File: src/rtl/tile_config_loader_if.sv
// ---------------------------------------------------------------------------
// tile_config_loader_if
// Word-stream channel from the fabric bitstream fetcher to a tile loader.
//
// Signals:
//   word_valid  source -> loader  word_data holds a valid configuration word
//   word_data   source -> loader  configuration word, least significant first
//   word_ready  loader -> source  loader accepts a word this cycle
//
// Modports:
//   master  bitstream source side (drives valid/data, observes ready)
//   slave   loader side (observes valid/data, drives ready)
// ---------------------------------------------------------------------------
interface tile_config_loader_if #(
    parameter int WORD_WIDTH = 32
);
    logic                  word_valid;
    logic [WORD_WIDTH-1:0] word_data;
    logic                  word_ready;

    modport master (
        output word_valid,
        output word_data,
        input  word_ready
    );

    modport slave (
        input  word_valid,
        input  word_data,
        output word_ready
    );
endinterface

File: src/rtl/tile_config_loader.sv
// ---------------------------------------------------------------------------
// tile_config_loader
// Streams NUM_WORDS configuration words into a shadow register, commits the
// shadow atomically onto the tile configuration bus, holds the tile in reset
// for one settle cycle and then releases it.
//
// Ports:
//   clock        in   system clock, rising edge
//   reset        in   synchronous active-high reset
//   start        in   begin a frame load (honoured in IDLE or DONE only)
//   abort        in   abandon a load in progress (LOAD only)
//   word_if      slave word stream (word_valid / word_data / word_ready)
//   config_out   out  registered configuration bus to the tile
//   tile_nreset  out  active-low tile reset
//   busy         out  high in LOAD, COMMIT and SETTLE
//   done         out  high in DONE
//   word_count   out  words accepted in the current frame (saturating)
//
// All status outputs are registered: they are computed from the next state
// so that they line up with the state register on every edge.
// ---------------------------------------------------------------------------
module tile_config_loader #(
    parameter int CONFIG_WIDTH = 524,
    parameter int WORD_WIDTH   = 32,
    parameter int NUM_WORDS    = 17
) (
    input  logic                    clock,
    input  logic                    reset,
    input  logic                    start,
    input  logic                    abort,
    tile_config_loader_if.slave     word_if,
    output logic [CONFIG_WIDTH-1:0] config_out,
    output logic                    tile_nreset,
    output logic                    busy,
    output logic                    done,
    output logic [4:0]              word_count
);

    // Bits of the final word that land on the bus; the rest are discarded.
    localparam int        LAST_BITS = CONFIG_WIDTH - (NUM_WORDS - 1) * WORD_WIDTH;
    localparam logic [4:0] LAST_IDX = 5'(NUM_WORDS - 1);
    localparam logic [4:0] MAX_CNT  = 5'(NUM_WORDS);

    localparam logic [2:0] ST_IDLE   = 3'd0;
    localparam logic [2:0] ST_LOAD   = 3'd1;
    localparam logic [2:0] ST_COMMIT = 3'd2;
    localparam logic [2:0] ST_SETTLE = 3'd3;
    localparam logic [2:0] ST_DONE   = 3'd4;

    logic [2:0]              r_state;
    logic [CONFIG_WIDTH-1:0] r_shadow;
    logic [CONFIG_WIDTH-1:0] r_config;
    logic [4:0]              r_word_count;
    logic                    r_loaded;
    logic                    r_tile_nreset;
    logic                    r_word_ready;
    logic                    r_busy;
    logic                    r_done;

    logic [2:0]              w_next_state;
    logic                    w_accept;
    logic                    w_start_frame;

    // Next-state decode; abort beats word acceptance in LOAD, start beats abort elsewhere.
    always_comb begin
        w_next_state  = r_state;
        w_accept      = 1'b0;
        w_start_frame = 1'b0;
        case (r_state)
            ST_IDLE, ST_DONE: begin
                if (start) begin
                    w_next_state  = ST_LOAD;
                    w_start_frame = 1'b1;
                end else begin
                    w_next_state  = r_state;
                end
            end
            ST_LOAD: begin
                if (abort) begin
                    w_next_state = ST_IDLE;
                end else if (word_if.word_valid) begin
                    w_accept = 1'b1;
                    if (r_word_count == LAST_IDX) begin
                        w_next_state = ST_COMMIT;
                    end else begin
                        w_next_state = ST_LOAD;
                    end
                end else begin
                    w_next_state = ST_LOAD;
                end
            end
            ST_COMMIT: begin
                w_next_state = ST_SETTLE;
            end
            ST_SETTLE: begin
                w_next_state = ST_DONE;
            end
            default: begin
                w_next_state = ST_IDLE;
            end
        endcase
    end

    // State register and registered status outputs derived from the next state.
    always_ff @(posedge clock) begin
        if (reset) begin
            r_state       <= ST_IDLE;
            r_word_ready  <= 1'b0;
            r_busy        <= 1'b0;
            r_done        <= 1'b0;
            r_tile_nreset <= 1'b0;
        end else begin
            r_state       <= w_next_state;
            r_word_ready  <= (w_next_state == ST_LOAD);
            r_busy        <= (w_next_state == ST_LOAD) ||
                             (w_next_state == ST_COMMIT) ||
                             (w_next_state == ST_SETTLE);
            r_done        <= (w_next_state == ST_DONE);
            // In IDLE the tile runs only if a full frame was ever committed.
            if (w_next_state == ST_IDLE) begin
                r_tile_nreset <= r_loaded;
            end else begin
                r_tile_nreset <= (w_next_state == ST_DONE);
            end
        end
    end

    // Shadow register fill and saturating word counter.
    always_ff @(posedge clock) begin
        if (reset) begin
            r_shadow     <= {CONFIG_WIDTH{1'b0}};
            r_word_count <= 5'd0;
        end else if (w_start_frame) begin
            r_shadow     <= {CONFIG_WIDTH{1'b0}};
            r_word_count <= 5'd0;
        end else if (w_accept) begin
            for (int i = 0; i < NUM_WORDS - 1; i++) begin
                if (r_word_count == 5'(i)) begin
                    r_shadow[i*WORD_WIDTH +: WORD_WIDTH] <= word_if.word_data;
                end
            end
            // Final word is partial: only its low LAST_BITS fit on the bus.
            if (r_word_count == LAST_IDX) begin
                r_shadow[CONFIG_WIDTH-1 -: LAST_BITS] <= word_if.word_data[LAST_BITS-1:0];
            end
            if (r_word_count < MAX_CNT) begin
                r_word_count <= r_word_count + 5'd1;
            end else begin
                r_word_count <= r_word_count;
            end
        end else begin
            r_shadow     <= r_shadow;
            r_word_count <= r_word_count;
        end
    end

    // Atomic commit of the shadow onto the tile configuration bus.
    always_ff @(posedge clock) begin
        if (reset) begin
            r_config <= {CONFIG_WIDTH{1'b0}};
            r_loaded <= 1'b0;
        end else if (r_state == ST_COMMIT) begin
            r_config <= r_shadow;
            r_loaded <= 1'b1;
        end else begin
            r_config <= r_config;
            r_loaded <= r_loaded;
        end
    end

    assign word_if.word_ready = r_word_ready;
    assign config_out         = r_config;
    assign tile_nreset        = r_tile_nreset;
    assign busy               = r_busy;
    assign done               = r_done;
    assign word_count         = r_word_count;

endmodule

File: src/flat_wrapper.sv
// flat-port wrapper written by rule: the top's interface ports become plain ports
module tile_config_loader_flat 
#(
    parameter int CONFIG_WIDTH = 524,
    parameter int WORD_WIDTH   = 32,
    parameter int NUM_WORDS    = 17
)
  (clock, reset, start, abort, config_out, tile_nreset, busy, done, word_count, word_if_word_valid, word_if_word_data, word_if_word_ready);
  tile_config_loader_if #(.WORD_WIDTH(WORD_WIDTH)) word_if_i ();
  input  logic clock;
  input  logic reset;
  input  logic start;
  input  logic abort;
  output logic [CONFIG_WIDTH-1:0] config_out;
  output logic tile_nreset;
  output logic busy;
  output logic done;
  output logic [4:0] word_count;
  input wire logic [$bits(word_if_i.word_valid)-1:0] word_if_word_valid;
  input wire logic [$bits(word_if_i.word_data)-1:0] word_if_word_data;
  output wire logic [$bits(word_if_i.word_ready)-1:0] word_if_word_ready;
  assign word_if_i.word_valid = word_if_word_valid;
  assign word_if_i.word_data = word_if_word_data;
  assign word_if_word_ready = word_if_i.word_ready;
  tile_config_loader #(.CONFIG_WIDTH(CONFIG_WIDTH), .WORD_WIDTH(WORD_WIDTH), .NUM_WORDS(NUM_WORDS)) u_core (.clock(clock), .reset(reset), .start(start), .abort(abort), .word_if(word_if_i), .config_out(config_out), .tile_nreset(tile_nreset), .busy(busy), .done(done), .word_count(word_count));
endmodule
File: config.mk
export PLATFORM = sky130hd
export DESIGN_NAME = tile_config_loader_flat
export DESIGN_NICKNAME = d
export VERILOG_FILES = /design/src/rtl/tile_config_loader_if.sv /design/src/rtl/tile_config_loader.sv /design/src/flat_wrapper.sv
export SDC_FILE = /design/constraint.sdc
export NUM_CORES = 2
export LEC_CHECK = 0
export ABC_AREA = 0
export CORE_ASPECT_RATIO = 0.5
export CORE_MARGIN = 8
export CORE_UTILIZATION = 45
export CTS_CLUSTER_SIZE = 24
export DETAILED_ROUTE_END_ITERATION = 7
export PLACE_DENSITY = 0.68
export SYNTH_ARGS = -nofsm -noshare
export SYNTH_HDL_FRONTEND = slang
export SYNTH_SLANG_ARGS = --single-unit
File: constraint.sdc
create_clock -name clock -period 2.64 [get_ports clock]
set_clock_uncertainty 0.05 [all_clocks]
set_input_delay 0.396 -clock clock [delete_from_list [all_inputs] [get_ports clock]]
set_output_delay 0.396 -clock clock [all_outputs]
set_load 0.02 [all_outputs]
## Yosys cells after proc, flatten, opt, wreduce, memory -nomap -nowiden

Cells that the tools add are included.

- Memory bits (read-only): 0
- Logic and storage cells: 87
- Bits in latches: 0
- Flip-flop bits (word level): 1,061
- Output and inout port bits: 533
- Memory bits (writable): 0
- Memories: 0
- Bits of input ports: 37

- Div/mod/pow operators: 0
- $add $sub $neg: 1
- Shifts and indexed selects: 0
- Order comparisons: 1
- Muxes and demuxes: 11
- Reduce and logical (&&, ||, !) cells: 25
- Bitwise gates (word level): 0
- Eq/ne operators: 24
- $mul: 0

Operators with widths:

| kind | number |
|---|---|
| 5-bit by 4-bit == test with 1-bit output (second input constant) | 8 |
| 2-bit AND reduction | 18 |
| 5-bit by 3-bit == test with 1-bit output (second input constant) | 4 |
| 3-bit by 2-bit == test with 1-bit output (second input constant) | 4 |
| 3-bit case mux with 4 select lines | 1 |
| 5-bit by 2-bit == test with 1-bit output (second input constant) | 2 |
| 3-bit by 1-bit == test with 1-bit output (second input constant) | 2 |
| 3-bit == test (second input constant) | 2 |
| 3-bit zero test | 2 |
| 1-bit two-way mux | 6 |
| 3-bit two-way mux | 2 |
| 5-bit by 1-bit adder with 5-bit output (second input constant) | 1 |
| 5-bit by 1-bit == test with 1-bit output (second input constant) | 1 |
| 5-bit == test (second input constant) | 1 |
| 5-bit zero test | 1 |
| 5-bit less-than comparator (second input constant) | 1 |
| 2-bit two-way mux | 2 |
| 2-bit OR reduction | 2 |
| 1-bit logical OR | 2 |

## Logic depth before layout (Yosys ltp)

- Word-level depth: 8
- Gate-level depth with buffers: 8
- Depth with buffers taken out: 6

## Least setup slack after synthesis

OpenSTA, ideal clock, no wires.

- Kind: register to register
- Start point: register u_core.r_word_count[1] (netlist: u_core.word_count[1])
- End point: register u_core.r_shadow[481]
- Period minus slack after synthesis: 2.097 ns
- Data arrival time: 1.914 ns
- Cell stages (with the launch flop): 9
- Required time: 2.458 ns
- Path slack: 0.543 ns
- Setup time: 0.132 ns
- Buffers on the path: 2
- Cells stage by stage: dfxtp_1 ha_1 and3_1 ha_1 clkbuf_1 inv_1 clkbuf_1 o31ai_2 a21oi_1

- Longest elaborated chain between the ends: 2

Ends and longest elaborated chain:

| item | RTL line | source |
|---|---|---|
| from (decl) | tile_config_loader.sv:53 | `logic [4:0] r_word_count;` |
| from (signal assigned) | tile_config_loader.sv:147 | `r_word_count <= r_word_count + 5'd1;` |
| from (signal assigned) | tile_config_loader.sv:149 | `r_word_count <= r_word_count;` |
| from (signal assigned) | tile_config_loader.sv:153 | `r_word_count <= r_word_count;` |
| 5-bit by 4-bit == test with 1-bit output | tile_config_loader.sv:138 | `if (r_word_count == 5'(i)) begin` |
| 2-bit AND reduction (no source line) | n/a |  |
| to (signal assigned) | tile_config_loader.sv:134 | `r_shadow <= {CONFIG_WIDTH{1'b0}};` |
| to (signal, indexed assignment) | tile_config_loader.sv:139 | `r_shadow[i*WORD_WIDTH +: WORD_WIDTH] <= word_if.word_data;` |
| to (signal, indexed assignment) | tile_config_loader.sv:144 | `r_shadow[CONFIG_WIDTH-1 -: LAST_BITS] <= word_if.word_data[LAST_BITS-1:0];` |
| to (decl) | tile_config_loader.sv:51 | `logic [CONFIG_WIDTH-1:0] r_shadow;` |

Every way passes these cells.
A chain may end at the register's enable or synchronous reset.

## Worst setup path after layout

- Start point: register u_core.r_word_count[4] (netlist: u_core.word_count[4])
- End point: output port word_count[4]

RTL lines:

| item | RTL line | source |
|---|---|---|
| to (decl) | flat_wrapper.sv:18 | `output logic [4:0] word_count;` |

No word-level cell between the ends.

==> results.py <==
metrics = {
    "status": {
        "status": "completed",
    },
    "worst_setup_path": {
        "slowest_delay_ps": 810,
        "r2r_end": "u_core.r_shadow[44]$_SDFFE_PP0P_",
        "reg2reg_depth": 6,
        "worst-path-buf-inv": 1,
        "cp_top_family": "buffers and inverters",
        "cpMaxStageDelayCell": "clkdlybuf4s50_1",
        "crit_chain": "clkdlybuf4s50_1",
        "path_depth": 1,
        "required_ps": 2190,
        "cp-start-kind": "flip-flop",
        "critPathMaxFanout": 10,
        "r2r-start": "u_core.word_count[1]$_SDFFE_PP0P_",
        "end_kind": "primary output",
        "crit_type": "flip-flop to primary output",
        "ff2ff_setup_slack_ps": 190,
        "cp.arrival_ps": 2040,
    },
    "synth": {
        "ys_types": 47,
        "synth_enable_flop_cells": 0,
        "syn-instance-count": 4238,
        "syn_avg_cell_area_sq_um": 9.16,
        "synth-seq-cells": 1061,
        "syn-cell-area_sq_mm": 0.0388,
        "seq_area_frac_synth_pct": 54.7,
        "dominantRegCellSynth": "dfxtp_1",
        "syn_nets": 4280,
        "yosysWarnings": 0,
        "ys_async_sr_fraction_pct": 0,
    },
    "clock_network": {
        "post_cts_resized": 0,
        "path_clk_slew_ps": 70,
        "ctsHoldBuffers": 1,
        "htreeDepth": 3,
        "clk_path_buf_depth": 3,
        "cts_tree": "built",
        "clock_latency_ps": 680,
        "cts.sinks": 1061,
        "cts_buffers": 92,
        "cts_root_buffer": "clkbuf_16",
        "cts_setup_buffers": 0,
    },
    "die": {
        "core_sq_mm": 0.0858,
        "num_rows": 76,
        "dieArea_sq_mm": 0.0965,
        "start_util_pct": 45.2,
        "die_w_um": 431,
        "io_pins": 570,
        "die_y_um": 224,
    },
    "grt": {
        "grt_usage_pct": 26.6,
        "antenna_found_initial": 6,
        "grt_max_degree": 157,
        "grt_overflow": 0,
        "grt_pass1_wl_mm": 200,
        "grt_pass1_vias": 31555,
    },
    "route": {
        "via_per_inst": 5.57,
        "drtIter0Drc": 3521,
        "ant_nets": 0,
        "wirelength_mm": 136,
        "drc": 0,
        "avgRoutedWirePerCell_um": 23.1,
        "drtPass1Iterations": 8,
        "vias": 32776,
    },
    "finish": {
        "area_growth_pct": 26.5,
        "final_cells": 5881,
        "final_area_sq_mm": 0.0491,
        "multi_input_area_sq_mm": 0.0157,
        "layout-drive-gt1-share_pct": 7.99,
        "seq_area_sq_mm": 0.0212,
        "nNetsFinal": 4682,
        "fillers": 7527,
    },
    "sta": {
        "timing.setup.tns_ps": 0,
        "post-route-period-util_pct": 94.0,
        "hold_ws_ps": 275,
        "finalSetupViolCount": 0,
        "period_needed_ps": 2480,
        "rsz0062_at_grt": "false",
        "hold_viol": 0,
        "timing.fmax_ghz": 0.403,
        "worstMarginPinSlew_ps": 1100,
        "relSlewSlack_pct": 25.9,
        "report.final.slew_viol_count": 0,
    },
    "worst_hold_path": {
        "worstHoldPathCells": 3,
        "whs_endpoint": "u_core.r_shadow[511]$_SDFFE_PP0P_",
        "hold_class": "input pin to flip-flop",
        "hp-start": "word_if_word_data[31]",
    },
    "placed_design": {
        "placed_area_sq_mm": 0.0460,
        "routabilityCongestion": 0.853,
        "dp_cells": 5715,
        "portBuffers": 569,
        "dp_hpwl_mm": 88.8,
    },
    "power_and_ir_drop": {
        "power_leakage_uw": 0.0192,
        "ir_drop_uv": 544,
        "power_density_mw_per_mm2": 637,
        "p_total_uw": 31300,
    },
    "run": {
        "maxCapViolCount": 0,
    },
}
where the power goes:
group          switching (uW)  internal (uW)
clock network            6140           7750
logic                    1020            317
registers                11.9          16000
total                    7170          24100
worst max path at each step:
stage / from / endpoint
6_report: u_core.word_count[4]$_SDFFE_PP0P_ / word_count[4]
5_1_grt: u_core.word_count[0]$_SDFFE_PP0P_ / u_core.r_shadow[58]$_SDFFE_PP0P_
4_1_cts: u_core.word_count[4]$_SDFFE_PP0P_ / word_count[4]
3_5_place_dp: abort / u_core.r_shadow[481]$_SDFFE_PP0P_
3_3_place_gp: abort / u_core.r_shadow[480]$_SDFFE_PP0P_
2_1_floorplan: u_core.word_count[1]$_SDFFE_PP0P_ / u_core.r_shadow[481]$_SDFFE_PP0P_
registers in the layout, summed over array words and instances, names as in the netlist:
| register | cells |
|---|---|
| u_core.word_count | 5 |
| u_core.r_loaded | 1 |
| u_core.r_state | 3 |
| u_core.done | 1 |
| u_core.busy | 1 |
| u_core.word_if.word_ready | 1 |
| u_core.config_out | 524 |
| u_core.tile_nreset | 1 |
| u_core.r_shadow | 524 |
cell type report:
type	instances	area share, %
Sequential cell	1061	43.3
Multi-Input combinational cell	2761	32.0
Antenna cell	5	0.0255
Inverter	7	0.0688
Tap cell	1170	2.98
Clock inverter	25	0.663
Clock buffer	135	5.55
Timing Repair Buffer	717	15.4
per-stage QoR:
| step | utilization (%) | worst slack (ps) |
|---|---|---|
| after global routing | 57.2 | 74.5 |
| final | 57.2 | 158 |
| after floorplan | - | 543 |
| after global placement | 53.6 | 135 |
| after CTS | 57.2 | 142 |
| after detailed placement | 53.6 | 133 |
Yosys cell counts, types with 2 or more instances:
cell / number / share of area, %
dfxtp_1: 1061 / 55
nand2_1: 1051 / 10
a21oi_1: 561 / 7.2
nand3_1: 530 / 6.8
mux2i_1: 496 / 13
buf_2: 232 / 3.0
clkbuf_1: 97 / 0.94
buf_1: 56 / 0.54
nand4_1: 33 / 0.53
o31ai_2: 30 / 0.97
buf_6: 16 / 0.46
buf_4: 8 / 0.15
nand3_4: 7 / 0.32
nand3_2: 6 / 0.15
ha_1: 5 / 0.16
inv_1: 5 / 0.048
and3_1: 3 / 0.048
nand3b_1: 3 / 0.058
nor2b_1: 3 / 0.048
and2_1: 2 / 0.032
and4bb_2: 2 / 0.064
clkinv_1: 2 / 0.019
nor2_1: 2 / 0.019
o21ai_0: 2 / 0.026
o31ai_1: 2 / 0.039
or3b_1: 2 / 0.045
cells in the final DEF, fill, tap and decap left out, drive strengths merged, types with 12 or more instances in the layout:
cell type / count
buf: 149
dfxtp: 1061
o31ai: 32
clkbuf: 135
nand3: 543
nand4: 34
clkdlybuf4s50: 567
mux2i: 496
nand2: 1051
clkinv: 12
a21oi: 561
metal layers:
metal | global-route usage [%] | wire length [um] | vias up
li1 | - | - | 15090
met2 | 44.7 | 66200 | 1128
met3 | 4.41 | 8760 | 282
met5 | 0 | 0 | -
met1 | 33.5 | 54500 | 16276
met4 | 12.7 | 6540 | 0
worst register-to-register path: cells and delay by family (launching register included):
kind                     cells  cell delay [ps]
AND/OR/NAND/NOR              2             1010
multiplexers                 1              240
buffers and inverters        2              480
flip-flops                   1              390
adder cells (fa/ha/maj)      1              150
cell families after synthesis:
| kind of cell | after synthesis | share of synthesized area, % |
|---|---|---|
| AO/OA/AOI/OAI | 601 | 8.40 |
| adder cells (fa/ha/maj) | 5 | 0.161 |
| buffers and inverters | 416 | 5.16 |
| flip-flops | 1061 | 54.7 |
| multiplexers | 497 | 12.8 |
| AND/OR/NAND/NOR | 1658 | 18.7 |
Power figures use the tool's default switching activity.
